File: src/rtl/uart_rx_msg.sv
// -----------------------------------------------------------------------------
// uart_rx_msg
//
// Command-frame parser that sits between the byte-level UART receiver and the
// CORDIC core / uart_tx_msg path. Received bytes are assembled into frames:
//
//   SINGLE (0x01): SOF, CMD, NB theta bytes, CRC
//   RANGE  (0x02): SOF, CMD, BURST, NB start bytes, NB step bytes, CRC
//
// Payload bytes arrive MSB first, NB = TW/8. A good frame produces a one-cycle
// o_cmd_valid pulse together with freshly updated command outputs. A bad,
// timed-out or refused (busy) frame produces a one-cycle o_rx_msg_err pulse and
// leaves the command outputs untouched.
//
// Optional feature macro: UART_RX_MSG_CRC_EN
//   defined   : CRC-8 (poly 0x07, init 0x00, MSB first, no final XOR) over
//               CMD..last payload byte is computed and checked.
//   undefined : no CRC logic; the CRC byte is consumed and any value accepted.
//
// Parameters:
//   SOF_BYTE        start-of-frame marker
//   TIMEOUT_CYCLES  max idle i_clk cycles between bytes inside a frame
//   TW              operand width in bits (multiple of 8)
//
// Ports:
//   i_clk            system clock
//   i_rst            synchronous active-high reset
//   i_rx_byte        byte from the UART receiver
//   i_rx_byte_valid  one-cycle strobe qualifying i_rx_byte
//   i_busy           downstream still processing the previous command
//   o_cmd_reg        decoded command byte
//   o_cmd_valid      one-cycle pulse, command outputs valid
//   o_burst_cnt      number of results requested
//   o_theta_start    first angle operand
//   o_theta_step     angle increment (0 for SINGLE)
//   o_rx_msg_err     one-cycle pulse marking a dropped or bad frame
// -----------------------------------------------------------------------------
module uart_rx_msg #(
  parameter logic [7:0] SOF_BYTE       = 8'hA5,
  parameter int         TIMEOUT_CYCLES = 1_000_000,
  parameter int         TW             = 48
) (
  input  logic          i_clk,
  input  logic          i_rst,
  input  logic [7:0]    i_rx_byte,
  input  logic          i_rx_byte_valid,
  input  logic          i_busy,
  output logic [7:0]    o_cmd_reg,
  output logic          o_cmd_valid,
  output logic [7:0]    o_burst_cnt,
  output logic [TW-1:0] o_theta_start,
  output logic [TW-1:0] o_theta_step,
  output logic          o_rx_msg_err
);

  localparam int NB  = TW / 8;
  localparam int BCW = (NB > 1) ? $clog2(NB) : 1;
  localparam int TCW = $clog2(TIMEOUT_CYCLES + 1);

  localparam logic [BCW-1:0] LAST_BYTE = BCW'(NB - 1);
  localparam logic [TCW-1:0] TMO_LAST  = TCW'(TIMEOUT_CYCLES - 1);

  localparam logic [7:0] CMD_SINGLE = 8'h01;
  localparam logic [7:0] CMD_RANGE  = 8'h02;

  typedef enum logic [2:0] {
    S_IDLE,
    S_CMD,
    S_BURST,
    S_START,
    S_STEP,
    S_CHK
  } state_t;

  state_t         state;
  logic [BCW-1:0] byte_cnt;
  logic [TCW-1:0] tmo_cnt;
  logic [7:0]     cmd_r;
  logic [7:0]     burst_r;
  logic           is_range;
  logic [TW-1:0]  start_sr;
  logic [TW-1:0]  step_sr;
  logic           crc_ok;

`ifdef UART_RX_MSG_CRC_EN
  logic [7:0] crc_r;
  logic [7:0] crc_nxt;

  // Byte-wise CRC-8, MSB first: fold the byte in, then eight shift/xor steps.
  function automatic logic [7:0] crc8_byte(input logic [7:0] crc, input logic [7:0] data);
    logic [7:0] c;
    c = crc ^ data;
    for (int i = 0; i < 8; i++) begin
      c = c[7] ? ({c[6:0], 1'b0} ^ 8'h07) : {c[6:0], 1'b0};
    end
    return c;
  endfunction

  assign crc_nxt = crc8_byte(crc_r, i_rx_byte);
  assign crc_ok  = (i_rx_byte == crc_r);

  // Running CRC over CMD..last payload byte. Cleared on SOF so every frame
  // starts from the 0x00 init value; SOF and the CRC byte itself are excluded.
  always_ff @(posedge i_clk) begin
    if (i_rst) begin
      crc_r <= 8'h00;
    end else if (i_rx_byte_valid) begin
      case (state)
        S_IDLE:  if (i_rx_byte == SOF_BYTE) crc_r <= 8'h00;
        S_CMD,
        S_BURST,
        S_START,
        S_STEP:  crc_r <= crc_nxt;
        default: crc_r <= crc_r;
      endcase
    end
  end
`else
  // Without the CRC feature the check byte is accepted unconditionally.
  assign crc_ok = 1'b1;
`endif

  // Frame FSM. Pulses default low every cycle so they last exactly one cycle.
  // A timeout can only occur in a cycle with no byte strobe, so the byte path
  // and the timeout path never compete. Every error returns to IDLE; the
  // deciding byte is consumed in that same cycle, so nothing is left over.
  always_ff @(posedge i_clk) begin
    if (i_rst) begin
      state         <= S_IDLE;
      byte_cnt      <= '0;
      tmo_cnt       <= '0;
      cmd_r         <= 8'h00;
      burst_r       <= 8'h00;
      is_range      <= 1'b0;
      start_sr      <= '0;
      step_sr       <= '0;
      o_cmd_reg     <= 8'h00;
      o_cmd_valid   <= 1'b0;
      o_burst_cnt   <= 8'h00;
      o_theta_start <= '0;
      o_theta_step  <= '0;
      o_rx_msg_err  <= 1'b0;
    end else begin
      o_cmd_valid  <= 1'b0;
      o_rx_msg_err <= 1'b0;

      if (!i_rx_byte_valid) begin
        if (state != S_IDLE) begin
          if (tmo_cnt == TMO_LAST) begin
            o_rx_msg_err <= 1'b1;
            state        <= S_IDLE;
            tmo_cnt      <= '0;
          end else begin
            tmo_cnt <= tmo_cnt + 1'b1;
          end
        end
      end else begin
        tmo_cnt <= '0;
        case (state)
          S_IDLE: begin
            if (i_rx_byte == SOF_BYTE) begin
              byte_cnt <= '0;
              state    <= S_CMD;
            end
          end

          S_CMD: begin
            cmd_r <= i_rx_byte;
            if (i_rx_byte == CMD_SINGLE) begin
              burst_r  <= 8'd1;
              step_sr  <= '0;
              is_range <= 1'b0;
              state    <= S_START;
            end else if (i_rx_byte == CMD_RANGE) begin
              is_range <= 1'b1;
              state    <= S_BURST;
            end else begin
              o_rx_msg_err <= 1'b1;
              state        <= S_IDLE;
            end
          end

          S_BURST: begin
            if (i_rx_byte == 8'h00) begin
              o_rx_msg_err <= 1'b1;
              state        <= S_IDLE;
            end else begin
              burst_r <= i_rx_byte;
              state   <= S_START;
            end
          end

          S_START: begin
            start_sr <= {start_sr[TW-9:0], i_rx_byte};
            if (byte_cnt == LAST_BYTE) begin
              byte_cnt <= '0;
              state    <= is_range ? S_STEP : S_CHK;
            end else begin
              byte_cnt <= byte_cnt + 1'b1;
            end
          end

          S_STEP: begin
            step_sr <= {step_sr[TW-9:0], i_rx_byte};
            if (byte_cnt == LAST_BYTE) begin
              byte_cnt <= '0;
              state    <= S_CHK;
            end else begin
              byte_cnt <= byte_cnt + 1'b1;
            end
          end

          S_CHK: begin
            // Outputs change only here, together with the valid pulse.
            if (crc_ok && !i_busy) begin
              o_cmd_valid   <= 1'b1;
              o_cmd_reg     <= cmd_r;
              o_burst_cnt   <= burst_r;
              o_theta_start <= start_sr;
              o_theta_step  <= step_sr;
            end else begin
              o_rx_msg_err <= 1'b1;
            end
            state <= S_IDLE;
          end

          default: state <= S_IDLE;
        endcase
      end
    end
  end

endmodule

File: config.mk
export PLATFORM = sky130hd
export DESIGN_NAME = uart_rx_msg
export DESIGN_NICKNAME = d
export VERILOG_FILES = /design/src/rtl/uart_rx_msg.sv
export SDC_FILE = /design/constraint.sdc
export NUM_CORES = 1
export LEC_CHECK = 0
export ABC_AREA = 1
export BUFFER_PORTS_ARGS = -buffer_cell sky130_fd_sc_hd__buf_2
export CAP_MARGIN = 20
export CORE_ASPECT_RATIO = 1.4
export CORE_MARGIN = 10
export CORE_UTILIZATION = 60
export CTS_BUF_LIST = sky130_fd_sc_hd__clkbuf_4 sky130_fd_sc_hd__clkbuf_8 sky130_fd_sc_hd__clkbuf_16
export DETAILED_ROUTE_END_ITERATION = 6
export GPL_ROUTABILITY_DRIVEN = 0
export PLACE_DENSITY_LB_ADDON = 0.12
export SLEW_MARGIN = 25
export SYNTH_ARGS = -nofsm -noshare
export SYNTH_HDL_FRONTEND = slang
export SYNTH_SLANG_ARGS = --single-unit
File: constraint.sdc
create_clock -name i_clk -period 3.5 [get_ports i_clk]
set_clock_uncertainty 0.1 [all_clocks]
set_input_delay 0.175 -clock i_clk [delete_from_list [all_inputs] [get_ports i_clk]]
set_output_delay 0.175 -clock i_clk [all_outputs]
set_load 0.05 [all_outputs]
==> out/results.tsv <==
stage	metric	value	unit
sta	post-layout min period	2.35	ns
floorplan	core area	15500	µm²
global_route	number of global-route vias before repair	7688	
synth	Synth Register Bits	253	
synth	Post-Syn Area per Cell	7.64	µm²
power_and_ir_drop	Total Power	5.50	mW
floorplan	Die Area	21100	µm²
place	DP HPWL	14600	µm
setup_path	critical path cell sequence	inv_1 -> nand2_2 -> nor2_2 -> a21oi_4 -> buf_4 -> nand2_1 -> a21oi_1	
synth	post-synth cell types	28	
power_and_ir_drop	static leakage	4.45	nW
clocking	Clock Pin Slew Worst Setup and Hold Paths	0.07	ns
routing	DR WL/cell	14.4	µm
clocking	# Post-CTS Setup Buffers	0	
clocking	total CTS buffers	23	
synth	Synth Flop Type	dfxtp_1	
sta	Slew headroom	41.1	%
routing	final wirelength	22100	µm
global_route	first-pass GRT wire length	37000	µm
clocking	clk_lat worst skew	0.51	ns
setup_path	worst path bufs/invs	2	
cells_and_area	diode count	0	
setup_path	crit-path max cell delay	0.61	ns
sta	setup TNS	0	ns
cells_and_area	synthesis-to-finish area growth	16.2	%
global_route	largest net degree at the start of global routing	94	
cells_and_area	most frequent cells in the layout	dfxtp_1, nor2_1, nand2_1	
worst_hold_path	Hold WC Path Type	in -> reg	
setup_path	crit path max fanout	27	
routing	Pre-antenna DRT Iters	5	
setup_path	CP delay by family, top	compound AO/OA/AOI/OAI gates	
floorplan	Initial Utilization	60.5	%
outcome	run status	completed	
clocking	CTS tree	done	
cells_and_area	Layout Utilization	70.4	%
setup_path	data required time of the worst path	3.82	ns
synth	Mapped Cells	1226	
global_route	Congestion Overflow GR	0	
routing	Residual DRC	0	
synth	top cell type's share of synthesized area	54.1	%
synth	area leader, netlist	dfxtp_1	
clocking	TritonCTS Sinks	253	
cells_and_area	FILL cells	1294	
synth	synthesized area	9370	µm²
setup_path	CP endpoint kind	flop	
synth	Seq/Total Area, Yosys	54.1	%
routing	met3 wire length	1160	µm
routing	Vias/cell	5.25	
power_and_ir_drop	PwrDens	505	nW/µm²
power_and_ir_drop	VDD IR-drop max	0.378	mV
sta	# setup viols final	0	
setup_path	startpoint types	flop	
routing	met2 wire length	11100	µm
setup_path	Setup CP Type	reg -> reg	
setup_path	Slowest-stage cell, CP	a21oi_4	
global_route	Total GRT Usage	20.3	%
synth	Post-synth ARST share	0	%
floorplan	row cnt	54	
setup_path	CP arrival	2.68	ns
synth	number of synthesized flops with an enable pin	0	
sta	Slew @ Worst Pin	0.881	ns
floorplan	die width	126	µm
synth	YS warnings	0	
floorplan	IO Pins	126	
clocking	clock buffer depth	3	
cells_and_area	nets@finish	1334	
clocking	root buffer cell	clkbuf_16	
cells_and_area	share of cells above drive strength 1	14.2	%
sta	Hold WS	0.0184	ns
sta	Fin. Hold Viols	0	
synth	Net Count, Synth	1239	
routing	via count	8039	
sta	final period utilization	67.2	%
run	Max-cap violations	0	
global_route	antenna violations before repair	0	
floorplan	Die Y	168	µm
routing	highest routed metal layer	met4	
sta	f_max	0.425	GHz
clocking	Post-CTS Resized	0	
clocking	CTS H-tree lvls	1	
routing	Metal-1 WL	9420	µm
synth	ranking of synthesized cells by area	dfxtp_1, o21ai_0, a21oi_1, nor2_1, nand2_1	
sta	RSZ-0062 raised after global routing	no	
routing	final antenna-violating net count	0	
routing	DR iter-0 viols	748	
place	IO buf count	125	
cells_and_area	commonest non-fill, non-tap cell in the layout	dfxtp_1	
sta	Final Max Slew Viols	0	
## final timing paths
kind / cells past startpoint / start / slack, ns / end
worst max-delay path: 7 / state[2] / 1.15 / step_sr[8]
worst min-delay path: 4 / i_rst / 0.02 / state[0]
worst max register to register: 7 / state[2] / 1.15 / step_sr[8]
worst min register to register: 2 / start_sr[42] / 0.35 / o_theta_start[42]
## worst reg2reg max path: cells and delay by family (launching register included)
family / cells / cell delay [ns]
flip-flops: 1 / 0.53
AND/OR/NAND/NOR: 3 / 0.33
AO/OA/AOI/OAI: 2 / 0.77
buffers and inverters: 2 / 0.53
## routing by layer
layer	up-vias	GRT usage, %
li1	4146	-
met1	3674	24.5
met2	180	35.5
met3	39	3.99
met4	0	5.87
met5	-	0
## area by class of cell
type | count | area (µm²) | area share (%)
Tap cell | 196 | 245 | 2.25
Clock inverter | 4 | 51.3 | 0.471
Timing Repair Buffer | 147 | 851 | 7.82
Multi-Input combinational cell | 795 | 3590 | 33.0
Clock buffer | 35 | 697 | 6.40
Inverter | 101 | 384 | 3.53
Sequential cell | 253 | 5060 | 46.5
## cell families after synthesis
group	Yosys count	share of synthesized area [%]
DFF	253	54.1
buffers and inverters	178	7.72
AOI/OAI and AO/OA	347	18.7
and+or+nand+nor	440	18.8
xor gates and xnor gates	7	0.654
adders and majority gates	1	0.134
## report_power, final
part	internal, mW	total, mW	switching (mW)
Sequential	2.88	2.88	0.000550
Clock	1.45	2.49	1.05
Combinational	0.0355	0.125	0.0893
## synth_stat cells, types with 3 or more instances
cell      instances
a21oi_1         169
buf_2            19
buf_4             6
clkbuf_1         49
dfxtp_1         253
inv_1            98
inv_2             3
nand2_1         186
nand2_2           3
nand3_1          35
nand4_1           7
nor2_1          195
nor3_1            9
o21ai_0         173
xnor2_1           3
xor2_1            4
## through the flow
| step | worst slack [ns] | std cells | area, µm² |
|---|---|---|---|
| after floorplan | 1.95 | 1226 | 9370 |
| after global placement | 1.25 | 1483 | 10000 |
| after detailed placement | 1.20 | 1483 | 10000 |
| after CTS | 1.16 | 1531 | 10900 |
| after global routing | 0.940 | 1531 | 10900 |
| final | 1.15 | 1531 | 10900 |
## timing repair
item | in CTS | in global routing
hold buffers | 9 | 0
endpoints found under the hold margin | 28 | 0
setup endpoints to repair | 0 | 0
Note: power is estimated with default switching activity, not from simulation.
